<file path="config.mk">
export PLATFORM = sky130hd
export DESIGN_NAME = neo_pattern_sequencer
export DESIGN_NICKNAME = d
export VERILOG_FILES = /design/src/rtl/neo_pattern_sequencer.sv
export SDC_FILE = /design/constraint.sdc
export NUM_CORES = 1
export LEC_CHECK = 0
export BUFFER_PORTS_ARGS = -buffer_cell sky130_fd_sc_hd__buf_2
export CAP_MARGIN = 20
export CORE_UTILIZATION = 30
export DETAILED_ROUTE_END_ITERATION = 7
export SYNTH_ARGS = -nofsm -noshare
export SYNTH_HDL_FRONTEND = slang
export SYNTH_SLANG_ARGS = --single-unit
</file>
<file path="constraint.sdc">
create_clock -name clock -period 4.5 [get_ports clock]
set_input_delay 0.9 -clock clock [delete_from_list [all_inputs] [get_ports clock]]
set_output_delay 0.9 -clock clock [all_outputs]
set_load 0.01 [all_outputs]
</file>
<file path="src/rtl/neo_pattern_sequencer.sv">
// Frame producer for the NeoPixel driver: streams per-pixel colour levels,
// triggers repeated sends of the frame, then advances the animation phase.
module neo_pattern_sequencer #(
  parameter int                 NUM_PIXELS  = 5,
  parameter int                 LEVEL_W     = 8,
  parameter logic [LEVEL_W-1:0] MAX_LEVEL   = 8'h20,
  parameter int                 HOLD_FRAMES = 16,
  parameter int                 PIX_W       = $clog2(NUM_PIXELS)
) (
  input  logic                  clock,
  input  logic                  reset,
  input  logic                  run,
  input  logic [1:0]            mode,
  input  logic [NUM_PIXELS-1:0] pixel_mask,
  input  logic                  ready_to_load,
  input  logic                  ready_to_send,
  input  logic                  done_wait,
  output logic                  load_color,
  output logic [PIX_W-1:0]      pixel_index,
  output logic [1:0]            color_index,
  output logic [LEVEL_W-1:0]    color_level,
  output logic                  send_it,
  output logic                  frame_done,
  output logic                  busy
);

  localparam int                 HOLD_W    = (HOLD_FRAMES > 1) ? $clog2(HOLD_FRAMES) : 1;
  localparam int                 PH_W      = LEVEL_W + 1;
  localparam logic [HOLD_W-1:0]  HOLD_LAST = HOLD_W'(HOLD_FRAMES - 1);
  localparam logic [PIX_W-1:0]   PIX_LAST  = PIX_W'(NUM_PIXELS - 1);

  typedef enum logic [1:0] {S_IDLE, S_LOAD, S_WAIT_SEND, S_SEND} state_e;
  typedef enum logic [1:0] {M_STATIC, M_CHASE, M_FADE, M_RAINBOW} mode_e;

  state_e             state_q, state_d;
  mode_e              mode_q, mode_d;
  logic [PIX_W-1:0]   pix_q, pix_d;
  logic [1:0]         col_q, col_d;
  logic [HOLD_W-1:0]  hold_q, hold_d;
  logic [PH_W-1:0]    phase_q, phase_d;
  logic [PIX_W-1:0]   chase_q, chase_d;
  logic [1:0]         rot_q, rot_d;
  logic [1:0]         m3_q, m3_d;
  logic [LEVEL_W-1:0] pattern;

  always_ff @(posedge clock or posedge reset) begin
    if (reset) begin
      state_q <= S_IDLE;
      mode_q  <= M_STATIC;
      pix_q   <= '0;
      col_q   <= '0;
      hold_q  <= '0;
      phase_q <= '0;
      chase_q <= '0;
      rot_q   <= '0;
      m3_q    <= '0;
    end else begin
      state_q <= state_d;
      mode_q  <= mode_d;
      pix_q   <= pix_d;
      col_q   <= col_d;
      hold_q  <= hold_d;
      phase_q <= phase_d;
      chase_q <= chase_d;
      rot_q   <= rot_d;
      m3_q    <= m3_d;
    end
  end

  // m3_q tracks (rot + pix) mod 3 so the rainbow channel needs no divider.
  always_comb begin
    pattern = '0;
    case (mode_q)
      M_STATIC:  pattern = MAX_LEVEL;
      M_CHASE:   if (pix_q == chase_q) pattern = MAX_LEVEL;
      M_FADE:    pattern = phase_q[LEVEL_W] ? ~phase_q[LEVEL_W-1:0] : phase_q[LEVEL_W-1:0];
      M_RAINBOW: if (col_q == m3_q) pattern = MAX_LEVEL;
      default:   pattern = '0;
    endcase
    if (!pixel_mask[pix_q]) pattern = '0;
  end

  always_comb begin
    state_d     = state_q;
    mode_d      = mode_q;
    pix_d       = pix_q;
    col_d       = col_q;
    hold_d      = hold_q;
    phase_d     = phase_q;
    chase_d     = chase_q;
    rot_d       = rot_q;
    m3_d        = m3_q;
    load_color  = 1'b0;
    pixel_index = '0;
    color_index = '0;
    color_level = '0;
    send_it     = 1'b0;
    frame_done  = 1'b0;
    busy        = (state_q != S_IDLE);

    case (state_q)
      S_IDLE: begin
        if (run) begin
          mode_d  = mode_e'(mode);
          pix_d   = '0;
          col_d   = '0;
          m3_d    = rot_q;
          state_d = S_LOAD;
        end
      end
      S_LOAD: begin
        load_color  = ready_to_load;
        pixel_index = pix_q;
        color_index = col_q;
        color_level = pattern;
        if (ready_to_load) begin
          if (col_q == 2'd2) begin
            col_d = '0;
            if (pix_q == PIX_LAST) begin
              state_d = S_WAIT_SEND;
            end else begin
              pix_d = pix_q + PIX_W'(1);
              m3_d  = (m3_q == 2'd2) ? 2'd0 : m3_q + 2'd1;
            end
          end else begin
            col_d = col_q + 2'd1;
          end
        end
      end
      S_WAIT_SEND: begin
        if (ready_to_send) begin
          send_it = 1'b1;
          state_d = S_SEND;
        end
      end
      S_SEND: begin
        if (done_wait) begin
          if (hold_q < HOLD_LAST) begin
            hold_d  = hold_q + HOLD_W'(1);
            state_d = S_WAIT_SEND;
          end else begin
            hold_d     = '0;
            phase_d    = phase_q + PH_W'(1);
            chase_d    = (chase_q == PIX_LAST) ? '0 : chase_q + PIX_W'(1);
            rot_d      = (rot_q == 2'd2) ? 2'd0 : rot_q + 2'd1;
            frame_done = 1'b1;
            state_d    = S_IDLE;
          end
        end
      end
      default: state_d = S_IDLE;
    endcase
  end

endmodule
</file>
==> impl_summary.md, run 1 <==
Pwr
The highest ir drop seen on vdd is around 0.00023 V. The leakage dissipation is slightly below 0.001 uW. The total power divided by cell area is around 500 nW/um^2.

Detailed routing
Detailed routing inserted a total of ~1.3k vias. In the final routed layout, each cell accounts on average for 12.2 um. After detailed routing, the total wire length is around 3.4 mm. The top routing layer in use is met4. After the first detailed-routing iteration, the DRC count stood at between 80 and 90.

The total iterations of the first detailed-routing run is 4. The count of nets left with antenna violations once routing finished came out at 0. The detailed route wirelength on metal3 is 167 um. After detailed routing, the wire length on met1 is around 1.6 mm. In the routed design, unresolved DRC markers number 0. The detail-routed via count per cell is about 4.7.

The amount of wire on met2 after detailed routing is around 1.6 mm.

Flow run
The number of maximum-capacitance constraint violations is 0.

Synth
The total number of yosys warnings is 0. In this run, synthesis produced a sequential element count of 29. Sequential cells were found to cover around 42% of the synthesized design area.

The distinct cell type count after synthesis is 48. The async set-or-reset flop fraction in the synthesized netlist is between 90% and 100%. The number of nets handed over by synthesis was 200. The synthesized instance count is between 150 and 200. The most frequently used flop master after synthesis is dfrtp_1. The post-synthesis instance area is 1710 um^2.

In this run, synthesis inferred 0 flip-flops with an integrated enable. The synthesized area divided by synthesized cell count is roughly 9.5 um^2.

Final layout
The number of antenna cells inserted is 0. Leaving out fill and tap cells, the most frequent cells in the layout are 29 x dfrtp_1, 29 x buf_2, 18 x nand2_1, 16 x xnor2_1, 13 x nor2_1. From synthesis to final layout, the design area changed by 16.8%. The fraction of final layout cells sized beyond drive strength 1 is 22.3%. The net count of the finished layout is ~230.

Worst setup path
The peak fanout along the critical path is 8. Data arrives at the worst endpoint at 2.03 ns. STA classifies the critical path endpoint as an output pin.

The critical path required time is roughly 3.6 ns. The critical setup path kind is in -> out. The worst setup path is launched from an input port.

Status
The run finished with clean final reports.

Floorplan
The die is between 70 and 80 um tall. In this run the horizontal extent of the chip is between 70 and 80 um. The die covers 6020 um^2. Pin placement for this block handled 30 I/O pins. The number of rows in the core area is 27.

The effective utilization at floorplan is between 30% and 40%. The core region is about 5500 um^2.

Clock network
Clock tree synthesis selected as its root buffer the cell clkbuf_8. The number of setup buffers added after CTS is 0. Clock tree synthesis inserted a total of 5 buffers. The clock tree from TritonCTS is yes. The clock-pin slew on the worst setup and hold paths is around 0.060 ns. The clock tree buffer depth is 2. The total of hold buffers inserted after clock tree synthesis is 0. The maximum level of the CTS H-tree is 2. The TritonCTS sink count is 29. The number of gates resized after CTS was 0. The clock reaches the later pin of the worst-skew pair after around 0.28 ns.

Timing
The final worst-path cycle share is 65.2%. The final-report max-slew violation count is 0. The worst pin sits at a relative slew slack of approximately 72%.

The count of endpoints failing hold in the final timing report is 0. For the final routed database, the setup TNS stands at 0 ns. For the pin with the worst max-slew slack, the measured transition is 0.426 ns.

Between clock sinks in the finished design, the worst skew comes to about 0.0065 ns. Setup violations remaining at the end of the flow were counted as 0. Derived from the worst setup path, the maximum achievable clock frequency is between 0.3 and 0.4 GHz. The final worst-path setup slack is around 1.6 ns.

Counting I/O delays and the setup requirement, the final critical path takes 2.93 ns. Setup repair after global routing left no endpoint under its margin.

Place
The worst slack after detailed placement is 1.56 ns. Summed over all nets, the half-perimeter wirelength after detailed placement is around 2.5 mm. The number of port buffers is 29. The final weighted congestion in routability-driven placement is roughly 0.72.

Worst hold path
The worst hold path belongs to the class reg -> reg.

Global route
The number of antenna violations at the first check in global routing is 0. The wire length of the first global-routing pass is 6.02 mm. Entering global routing, the biggest net connects 30 pins. Global routing consumed, over all layers together, between 10% and 20% of the routing resources.

The remaining global-route overflow is 0. The via count of the first global-routing pass is approximately 1.3k.
[final cells by class]
| type | count | area (um^2) |
|---|---|---|
| multi-input combinational | 134 | 893 |
| timing repair buffer | 30 | 153 |
| fill | 552 | 3500 |
| sequential | 29 | 726 |
| clock buffer | 7 | 96.3 |
| inverter | 10 | 38.8 |
| tap | 72 | 90.1 |
| clock inverter | 1 | 5.00 |
[power breakdown]
group          switching (uW)  internal (uW)  leakage [uW]
combinational             201            165      0.000544
clock                    99.4            138     0.0000542
sequential               86.7            314      0.000374
total                     387            618      0.000972
[cell usage after synthesis, types with 2 or more instances]
library cell,instances,area [um^2]
a21o_1,2,15.0
a21oi_1,4,20.0
a31oi_1,2,12.5
and2b_1,2,15.0
and3_1,5,31.3
buf_2,3,15.0
buf_6,3,33.8
dfrtp_1,29,726
ha_1,6,75.1
inv_1,9,33.8
mux2_2,2,22.5
nand2_1,18,67.6
nand2b_1,2,12.5
nand3_1,8,40.0
nand4_1,3,18.8
nor2_1,13,48.8
nor3_1,11,55.1
o21ai_0,9,45.0
xnor2_1,16,140
xor2_1,6,52.6
[logic make-up after synthesis]
kind of cell,after synthesis,synth area share [%]
and+or+nand+nor,70,20.5
adders and majority gates,6,4.38
buffers and inverters,18,5.55
DFF,29,42.3
xor gates and xnor gates,22,11.2
AOI/OAI and AO/OA,32,12.8
muxes,4,3.21
[final timing paths]
| check | start | to | slack (ns) | cells past startpoint |
|---|---|---|---|---|
| setup / recovery | pixel_mask[3] | color_level[2] | 1.57 | 6 |
| hold / removal | hold_q[3]$_DFFE_PP0P_ | hold_q[3]$_DFFE_PP0P_ | 0.48 | 1 |
| setup reg to reg | pix_q[0]$_DFFE_PP0P_ | m3_q[0]$_DFFE_PP0P_ | 2.64 | 6 |
| hold reg to reg | hold_q[3]$_DFFE_PP0P_ | hold_q[3]$_DFFE_PP0P_ | 0.48 | 1 |
| max in group asynchronous | reset | m3_q[0]$_DFFE_PP0P_ | 3.55 | 3 |
| min in group asynchronous | reset | phase_q[5]$_DFFE_PP0P_ | 0.68 | 3 |
[state kept, by name (all words and copies together), names as in the netlist]
name,count
state_q,2
mode_q,2
rot_q,2
hold_q,4
pix_q,3
chase_q,3
m3_q,2
col_q,2
phase_q,9
[per-stage QoR]
step                util, %  cell area [um^2]  hold slack, ns  total power (uW)  cells
floorplan                 -              1710           0.450               680    181
global placement       34.5              1900           0.470               767    275
detailed placement     34.5              1900           0.478               778    275
CTS                    36.4              2000           0.486              1020    283
global route           36.4              2000           0.520              1090    283
finish                 36.4              2000           0.482              1000    283
[metal layers]
layer	vias up	global-route usage [%]
met5	-	0
li1	684	-
met1	615	16.7
met3	7	4.24
met4	0	5.66
met2	28	20.3
[critical path, cell delays in order]
cell and delay (ns):
buf_2 0.09, mux4_2 0.45, nand3_1 0.10, o31a_2 0.26, nor3_1 0.09, buf_2 0.15
Note: power is estimated with default switching activity, not from simulation.
==> run 2: changes to the inputs <==
--- a/config.mk
+++ b/config.mk
@@ -5,6 +5,7 @@
 export SDC_FILE = /design/constraint.sdc
 export NUM_CORES = 1
 export LEC_CHECK = 0
+export ABC_AREA = 1
 export BUFFER_PORTS_ARGS = -buffer_cell sky130_fd_sc_hd__buf_2
 export CAP_MARGIN = 20
 export CORE_UTILIZATION = 30
==> constraint.sdc (replaced) <==
create_clock -name clock -period 2.6 [get_ports clock]
set_input_delay 0.52 -clock clock [delete_from_list [all_inputs] [get_ports clock]]
set_output_delay 0.52 -clock clock [all_outputs]
set_load 0.01 [all_outputs]
==> impl_summary.md, run 2 <==
Status
The run finished with clean final reports.

Clock network
After clock tree synthesis, the repair step resized 0 gates. Clock-pin slew was measured on the worst setup and hold paths at roughly 0.060 ns. The clock tree root buffer cell is clkbuf_8. The TritonCTS sink count is 29. The total of hold buffers inserted after clock tree synthesis is 0. The clock tree from TritonCTS is yes.

The clock passes through at most 2 buffers. TritonCTS created 5 clock buffers. Post-CTS timing repair inserted 0 buffers for setup. At the later pin of the worst-skew pair, clock insertion delay measures 0.28 ns. The maximum level of the CTS H-tree is 2.

Global route
The via count of the first global-routing pass came to approximately 1.5k. The overall routing resource usage is 13.7%. The wire length of the first global-routing pass is between 6 and 7 mm. Entering global routing, the biggest net connects 30 pins. For this run the aggregate overflow at the end of global routing stands at 0. The number of antenna violations at the first check in global routing is 0.

Worst setup path
The critical setup path kind is reg -> out. In this run the worst path has a maximum fanout of 10. The worst endpoint data arrival time is approximately 1.8 ns.

The register-to-register setup slack is roughly 0.9 ns. The launch instance of the worst register-to-register path is state_q[0]$_DFFE_PP0P_. The cell depth of the worst flop-to-flop path is 6. The worst setup path is launched from a flop. For the worst setup path, the data required time is around 2.1 ns. The end of the worst register-to-register path is phase_q[6]$_DFFE_PP0P_. STA classifies the critical path endpoint as an output pin.

Timing
The setup total negative slack is 0 ns. The transition at the pin with the smallest max-transition slack is roughly 0.43 ns. Setup violations remaining at the end of the flow were counted as 0. The count of endpoints failing hold in the final timing report is 0. Across the routed clock network, the largest skew measured is 0.00484 ns. Static timing analysis puts the maximum clock frequency at about 0.43 GHz. The final worst-path cycle share is between 80 and 90%. Headroom to the max-slew limit came out at between 70 and 80%.

Setup repair after global routing left no endpoint under its margin. The final-report max-slew violation count came to 0. The worst path needs roughly 2.3 ns of the cycle, external delays included.

Floorplan
The core region is between 5000 and 6000 um^2. The die covers about 6400 um^2. Measured along the x axis, the die boundary spans between 80 and 90 um. The boundary pin count is 30. The y dimension of the die is 80.3 um. The number of rows in the core area is 28.

For this configuration, the core starts out at a cell density of a little under a third.

Detailed routing
The number of vias after detailed routing is between 1.5k and 2k. The first-iteration detailed-routing DRC count is 60. The total iterations of the first detailed-routing run is 4. In the routed design, unresolved DRC markers number 0. The final layout contains routed wiring with a total length of 3.89 mm. The routed wire length per instance is 10.9 um.

After detailed routing, the number of vias per cell comes to 4.41. The detail route stage leaves a number of antenna-violating nets equal to 0.

Pwr
The leakage dissipation is between 0.001 and 0.0015 uW. The highest ir drop seen on vdd is slightly below 0.0003 V. The total power divided by cell area is 820 nW/um^2.

Final layout
More flip-flops sit in one register than any other, and that register is phase_q. The number of antenna cells inserted is 0. In the final layout, the registers with the most flip-flops are phase_q (9), hold_q (4).

Leaving out fill and tap cells, the most frequent cell in the layout is nand2_1. Relative to the synthesized area, the layout overhead comes to 17.6%. The net count of the finished layout is about 300. The fraction of final layout cells sized beyond drive strength 1 is between 10% and 20%.

The number of flip-flops in the largest register is 9. The flip-flop and latch area is between 700 and 800 um^2. In the layout the commonest cells are 68 x nand2_1, 33 x inv_1, 29 x nor2_1, 29 x dfrtp_1, 29 x buf_2. The final standard cell count with taps included and fillers excluded is 356.

The layout has 629 filler cells. The area occupied by multi-input gates is about 950 um^2.

Place
The number of port buffers is 29. Once detailed placement completed, the half-perimeter wirelength came to around 2.9 mm. The final weighted congestion in routability-driven placement is 0.798.

The placed cell count is 348.

Synth
The netlist uses 31 different library cells. The library cell with the highest instance count after synthesis is nand2_1. The number of nets handed over by synthesis was between 200 and 300.

The async set-or-reset flop fraction in the synthesized netlist is 100%. The part of the Yosys area used for sequential elements is around two fifths. After synthesis the netlist holds a flip-flop and latch count of 29. The synthesized instance count is approximately 250. The total number of yosys warnings is 0. The dominant cell type by area after synthesis is dfrtp_1. After synthesis, the cell types taking the most area are dfrtp_1 39%, nand2_1 14%, inv_1 6.7%. After synthesis, the mean cell area works out to roughly 7.5 um^2. The number of enable flip-flop cells after synthesis is 0.

The portion of synthesized cell area occupied by the leading cell type is 39.5%. Sorting the synthesized cells by how often they occur yields 68 x nand2_1, 33 x inv_1, 29 x dfrtp_1, 29 x nor2_1. The most frequently used flop master after synthesis is dfrtp_1. The post-synthesis instance area is around 1800 um^2.

Worst hold path
The class of the tightest hold or removal check is in -> async.

Flow run
The number of maximum-capacitance constraint violations is 0.
==> run 2: cell count changes after synthesis, sizes merged, moves of 7 or more <==
| cell | change |
|---|---|
| nand3 | +7 |
| nor2 | +19 |
| o21ai | +9 |
| inv | +25 |
| nand2 | +53 |
| nor3 | -10 |
==> run 2: layout make-up <==
cell class                      instances  area share, %
Clock buffer                            7           4.45
Clock inverter                          1          0.231
Inverter                               34           5.90
Multi-Input combinational cell        178           43.8
Sequential cell                        29           33.5
Tap cell                               75           4.34
Timing Repair Buffer                   32           7.75
==> run 2: metal layers <==
| layer | GRT usage [%] | up-vias | share of wire (%) |
|---|---|---|---|
| li1 | - | 833 | - |
| met1 | 18.0 | 701 | 51 |
| met2 | 21.3 | 30 | 44 |
| met3 | 4.55 | 5 | 4.5 |
| met4 | 4.29 | 0 | 1.1 |
| met5 | 0 | - | 0 |
==> run 2: cells by family (layout without fill, tap and decap cells) <==
group           Yosys count  in the layout  synth area share (%)
fa+ha+maj                 6              6                  4.08
buf+inv                  39             74                  9.05
flops                    29             29                  39.5
mux                       1              1                 0.612
xor+xnor                 14             14                  6.67
simple gates            128            128                  31.7
compound gates           29             29                  8.44
==> run 2: power by group <==
part / internal [uW] / total, uW / switching, uW
Clock: 239 / 412 / 174
Sequential: 547 / 672 / 125
Combinational: 259 / 690 / 431
==> run 2: worst max path at each step <==
stage                      startpoint              to  cells past startpoint
2_1_floorplan  state_q[0]$_DFFE_PP0P_  color_level[0]                      7
5_1_grt          pix_q[0]$_DFFE_PP0P_  color_level[2]                      8
3_3_place_gp     pix_q[0]$_DFFE_PP0P_  color_level[7]                      8
6_report       state_q[0]$_DFFE_PP0P_  color_level[2]                      7
3_5_place_dp   state_q[0]$_DFFE_PP0P_  color_level[2]                      7
4_1_cts        state_q[0]$_DFFE_PP0P_  color_level[2]                      7
==> run 2: worst max-delay path, cell delays in order (launching register included) <==
cell	delay, ns
dfrtp_1	0.60
inv_1	0.17
nor2_4	0.11
nand2_1	0.05
nand2_1	0.09
nand4_2	0.18
nor2_1	0.16
buf_2	0.14
==> run 2: stage by stage <==
step	hold WS [ns]	utilization [%]	setup WS [ns]	area, um^2	power, uW
2_1_floorplan	0.432	-	0.891	1840	1180
3_3_place_gp	0.459	34.8	0.610	2060	1360
3_5_place_dp	0.469	34.8	0.590	2060	1380
4_1_cts	0.309	36.5	0.275	2160	1800
5_1_grt	0.334	36.5	0.102	2160	1930
6_report	0.296	36.5	0.286	2160	1770
==> run 3: changes to the inputs <==
--- a/config.mk
+++ b/config.mk
@@ -7,8 +7,7 @@
 export LEC_CHECK = 0
 export ABC_AREA = 1
 export BUFFER_PORTS_ARGS = -buffer_cell sky130_fd_sc_hd__buf_2
-export CAP_MARGIN = 20
-export CORE_UTILIZATION = 30
+export CORE_UTILIZATION = 40
 export DETAILED_ROUTE_END_ITERATION = 7
 export SYNTH_ARGS = -nofsm -noshare
 export SYNTH_HDL_FRONTEND = slang
==> impl_summary.md, run 3 (synthesis results as in run 2) <==
Status
The run finished with clean final reports.

Clock network
TritonCTS built the clock tree. The clock reaches the later pin of the worst-skew pair after 0.28 ns. In this run, post-CTS hold repair placed 0 buffers.

The H-tree was split into 2 levels. The clock-pin slew on the worst setup and hold paths is about 0.070 ns. After clock tree synthesis, the setup repair step added 0 buffers. The CTS buffer count is 5. The TritonCTS sink count is 29. The clock passes through at most 2 buffers. The post-cts gate resize count is 0. In this run the clock root is driven by a clkbuf_8.

Worst setup path
In this design, the stage delay of the slowest critical-path cell is 0.59 ns. The register-to-register setup slack is roughly 0.96 ns. The category of the worst setup path launch point is a flop. The worst setup path is captured at an output pin. The worst setup path is of the reg -> out kind.

Data on the critical path is required at its endpoint by about 2.1 ns. The critical path contains buffers and inverters numbering 2 combined. Of all nets on the critical path, the largest fanout is 10. In this design, the critical path's most frequently occurring cell is nand2_1. The critical path goes through inv_1, nor2_4, nand2_1, nand2_1, nand4_2, nor2_1, buf_2. Data on the critical path arrives at its endpoint at 1.80 ns. The slowest stage of the critical path belongs to the cell dfrtp_1. The gate family responsible for the most delay along the worst path is simple AND/OR/NAND/NOR gates.

Floorplan
The region available for standard cell placement spans between 4000 and 5000 um^2. The effective utilization at floorplan is 42.0%. The die covers between 4000 and 5000 um^2.

From left edge to right edge, the die measures approximately 70 um. The number of rows in the core area is 24. In this run the count of I/O pins placed on the die edge is 30.

From bottom edge to top edge, the die measures approximately 70 um.

Final layout
In the layout the commonest cells are 68 x nand2_1, 33 x inv_1, 29 x nor2_1, 29 x dfrtp_1, 29 x buf_2. The fraction of final layout cells sized beyond drive strength 1 is a little under a fifth. The repair_antennas step left the layout with diodes totalling 0. The area growth from synthesis to layout is 17.8%. After the last flow step, the layout net total stands at between 200 and 300.

phase_q holds more flip-flops than any other register. The most common cell after layout, fill and taps aside is nand2_1. The final standard cell count with taps included and fillers excluded is around 330. The largest registers in the layout are phase_q (9), hold_q (4).

The number of flip-flops in the largest register is 9. After filler insertion, the fill cell instance count of the layout stands at between 400 and 500.

Pwr
For this design the total switching power over the nets is between 700 and 800 uW. In this run, the clock network consumes between 20% and 30% of the power. The analysis attributes to cell leakage a power of approximately 0.0012 uW. The total power divided by cell area is just under 900 nW/um^2. Of the total power, combinational logic draws 35.9%. In this run switching power makes up 38.4% of total power. Cell internal power was estimated by the tool at between 1000 and 1500 uW. The sequential cell fraction of total power is roughly a third.

VDD sags by at most approximately 0.00047 V.

Timing
Setup violations remaining at the end of the flow were counted as 0. Clock skew on the completed layout was measured at roughly 0.0076 ns. The setup total negative slack is 0 ns. The final-report max-slew violation count is 0. For the pin with the worst max-slew slack, the measured transition is about 0.44 ns.

Timing would allow up to approximately 0.43 GHz. The worst slew slack as a fraction of its limit is a little over two thirds. The worst path in the final design needs a cycle of 2.32 ns, including I/O delays and setup. Setup repair after global routing left no endpoint under its margin.

The count of endpoints failing hold in the final timing report came to 0. The final worst-path cycle share is roughly nine tenths.

Global route
The pin count of the biggest net entering global routing is 30. The remaining global-route overflow is 0. The wire length of the first global-routing pass is 6.89 mm.

The via count of the first global-routing pass is around 1.6k. The number of antenna violations at the first check in global routing was 0. Global routing used a little under a fifth of the available tracks across all layers.

Detailed routing
The count of nets left with antenna violations once routing finished came out at 0. The final layout contains routed wiring with a total length of between 3 and 4 mm. The final route contains ~1.6k vias. The first detailed-routing pass ran for 4 iterations.

The routed wire length per instance is between 10 and 15 um. In the routed layout, each cell is associated on average with a via count of ~4.7. After detailed routing, the number of remaining DRC violations is 0. The first-iteration detailed-routing DRC count is approximately 70.

Flow run
The number of maximum-capacitance constraint violations is 0.

Place
The total half-perimeter wirelength after legalization and detailed placement is roughly 2.8 mm. The number of port buffers is 29. The number of placed instances, taps included, is 325.

Routability-driven placement finished with a final weighted congestion of around 0.84.

Worst hold path
The min-delay analysis places its worst path in the category in -> async.
[run 3: cell types whose count changed in the layout (fill, tap and decap cells not counted), sizes merged]
cell,previous run,this run
bufinv,0,2
clkbuf,7,5
[run 3: path summary, 6_finish.rpt]
| path | startpoint | end | depth (start not counted) |
|---|---|---|---|
| min | reset | hold_q[1]$_DFFE_PP0P_ | 3 |
| max in group asynchronous | reset | phase_q[5]$_DFFE_PP0P_ | 3 |
| min reg2reg | hold_q[3]$_DFFE_PP0P_ | hold_q[3]$_DFFE_PP0P_ | 1 |
| max reg2reg | state_q[0]$_DFFE_PP0P_ | pix_q[1]$_DFFE_PP0P_ | 9 |
| max | state_q[0]$_DFFE_PP0P_ | color_level[4] | 7 |
| min in group clock | mode[0] | mode_q[0]$_DFFE_PP0P_ | 2 |
[run 3: area by class of cell]
cell class	count	area, um^2	share of cell area (%)
multi-input cells	178	947	43.7
well taps	52	65.1	3.00
flip-flops and latches	29	726	33.5
clock inverters	3	65.1	3.00
clock buffers	5	68.8	3.18
inverters	34	128	5.89
repair buffers	32	168	7.74
[run 3: metrics by stage]
step                      instance area [um^2]  total power, uW  utilization [%]  setup WS [ns]  hold WS, ns
after detailed placement                  2030             1370             46.4          0.556        0.454
after global placement                    2030             1360             46.4          0.651        0.455
final                                     2170             1930             49.4          0.278        0.295
after CTS                                 2170             1950             49.4          0.253        0.312
after global routing                      2170             2070             49.4          0.112        0.332
after floorplan                           1840             1180                -          0.891        0.432
[run 3: worst min-delay path: stages]
cell   delay [ns]
buf_2        0.09
inv_1        0.04
buf_4        0.34
[run 3: power by group through the flow]
stage / clock (uW) / combinational, uW / sequential [uW]
final: 568 / 692 / 665
after detailed placement: 0 / 696 / 673
after CTS: 582 / 702 / 664
after floorplan: 0 / 557 / 625
after global routing: 600 / 792 / 680
after global placement: 0 / 690 / 671
[run 3: per-layer routing]
| layer | part of all wire (%) | up-vias | GRT usage (%) |
|---|---|---|---|
| met2 | 45 | 29 | 29.4 |
| met1 | 49 | 701 | 23.3 |
| met4 | 1.3 | 0 | 5.33 |
| met3 | 4.4 | 6 | 4.94 |
| met5 | 0 | - | 0 |
| li1 | - | 837 | - |
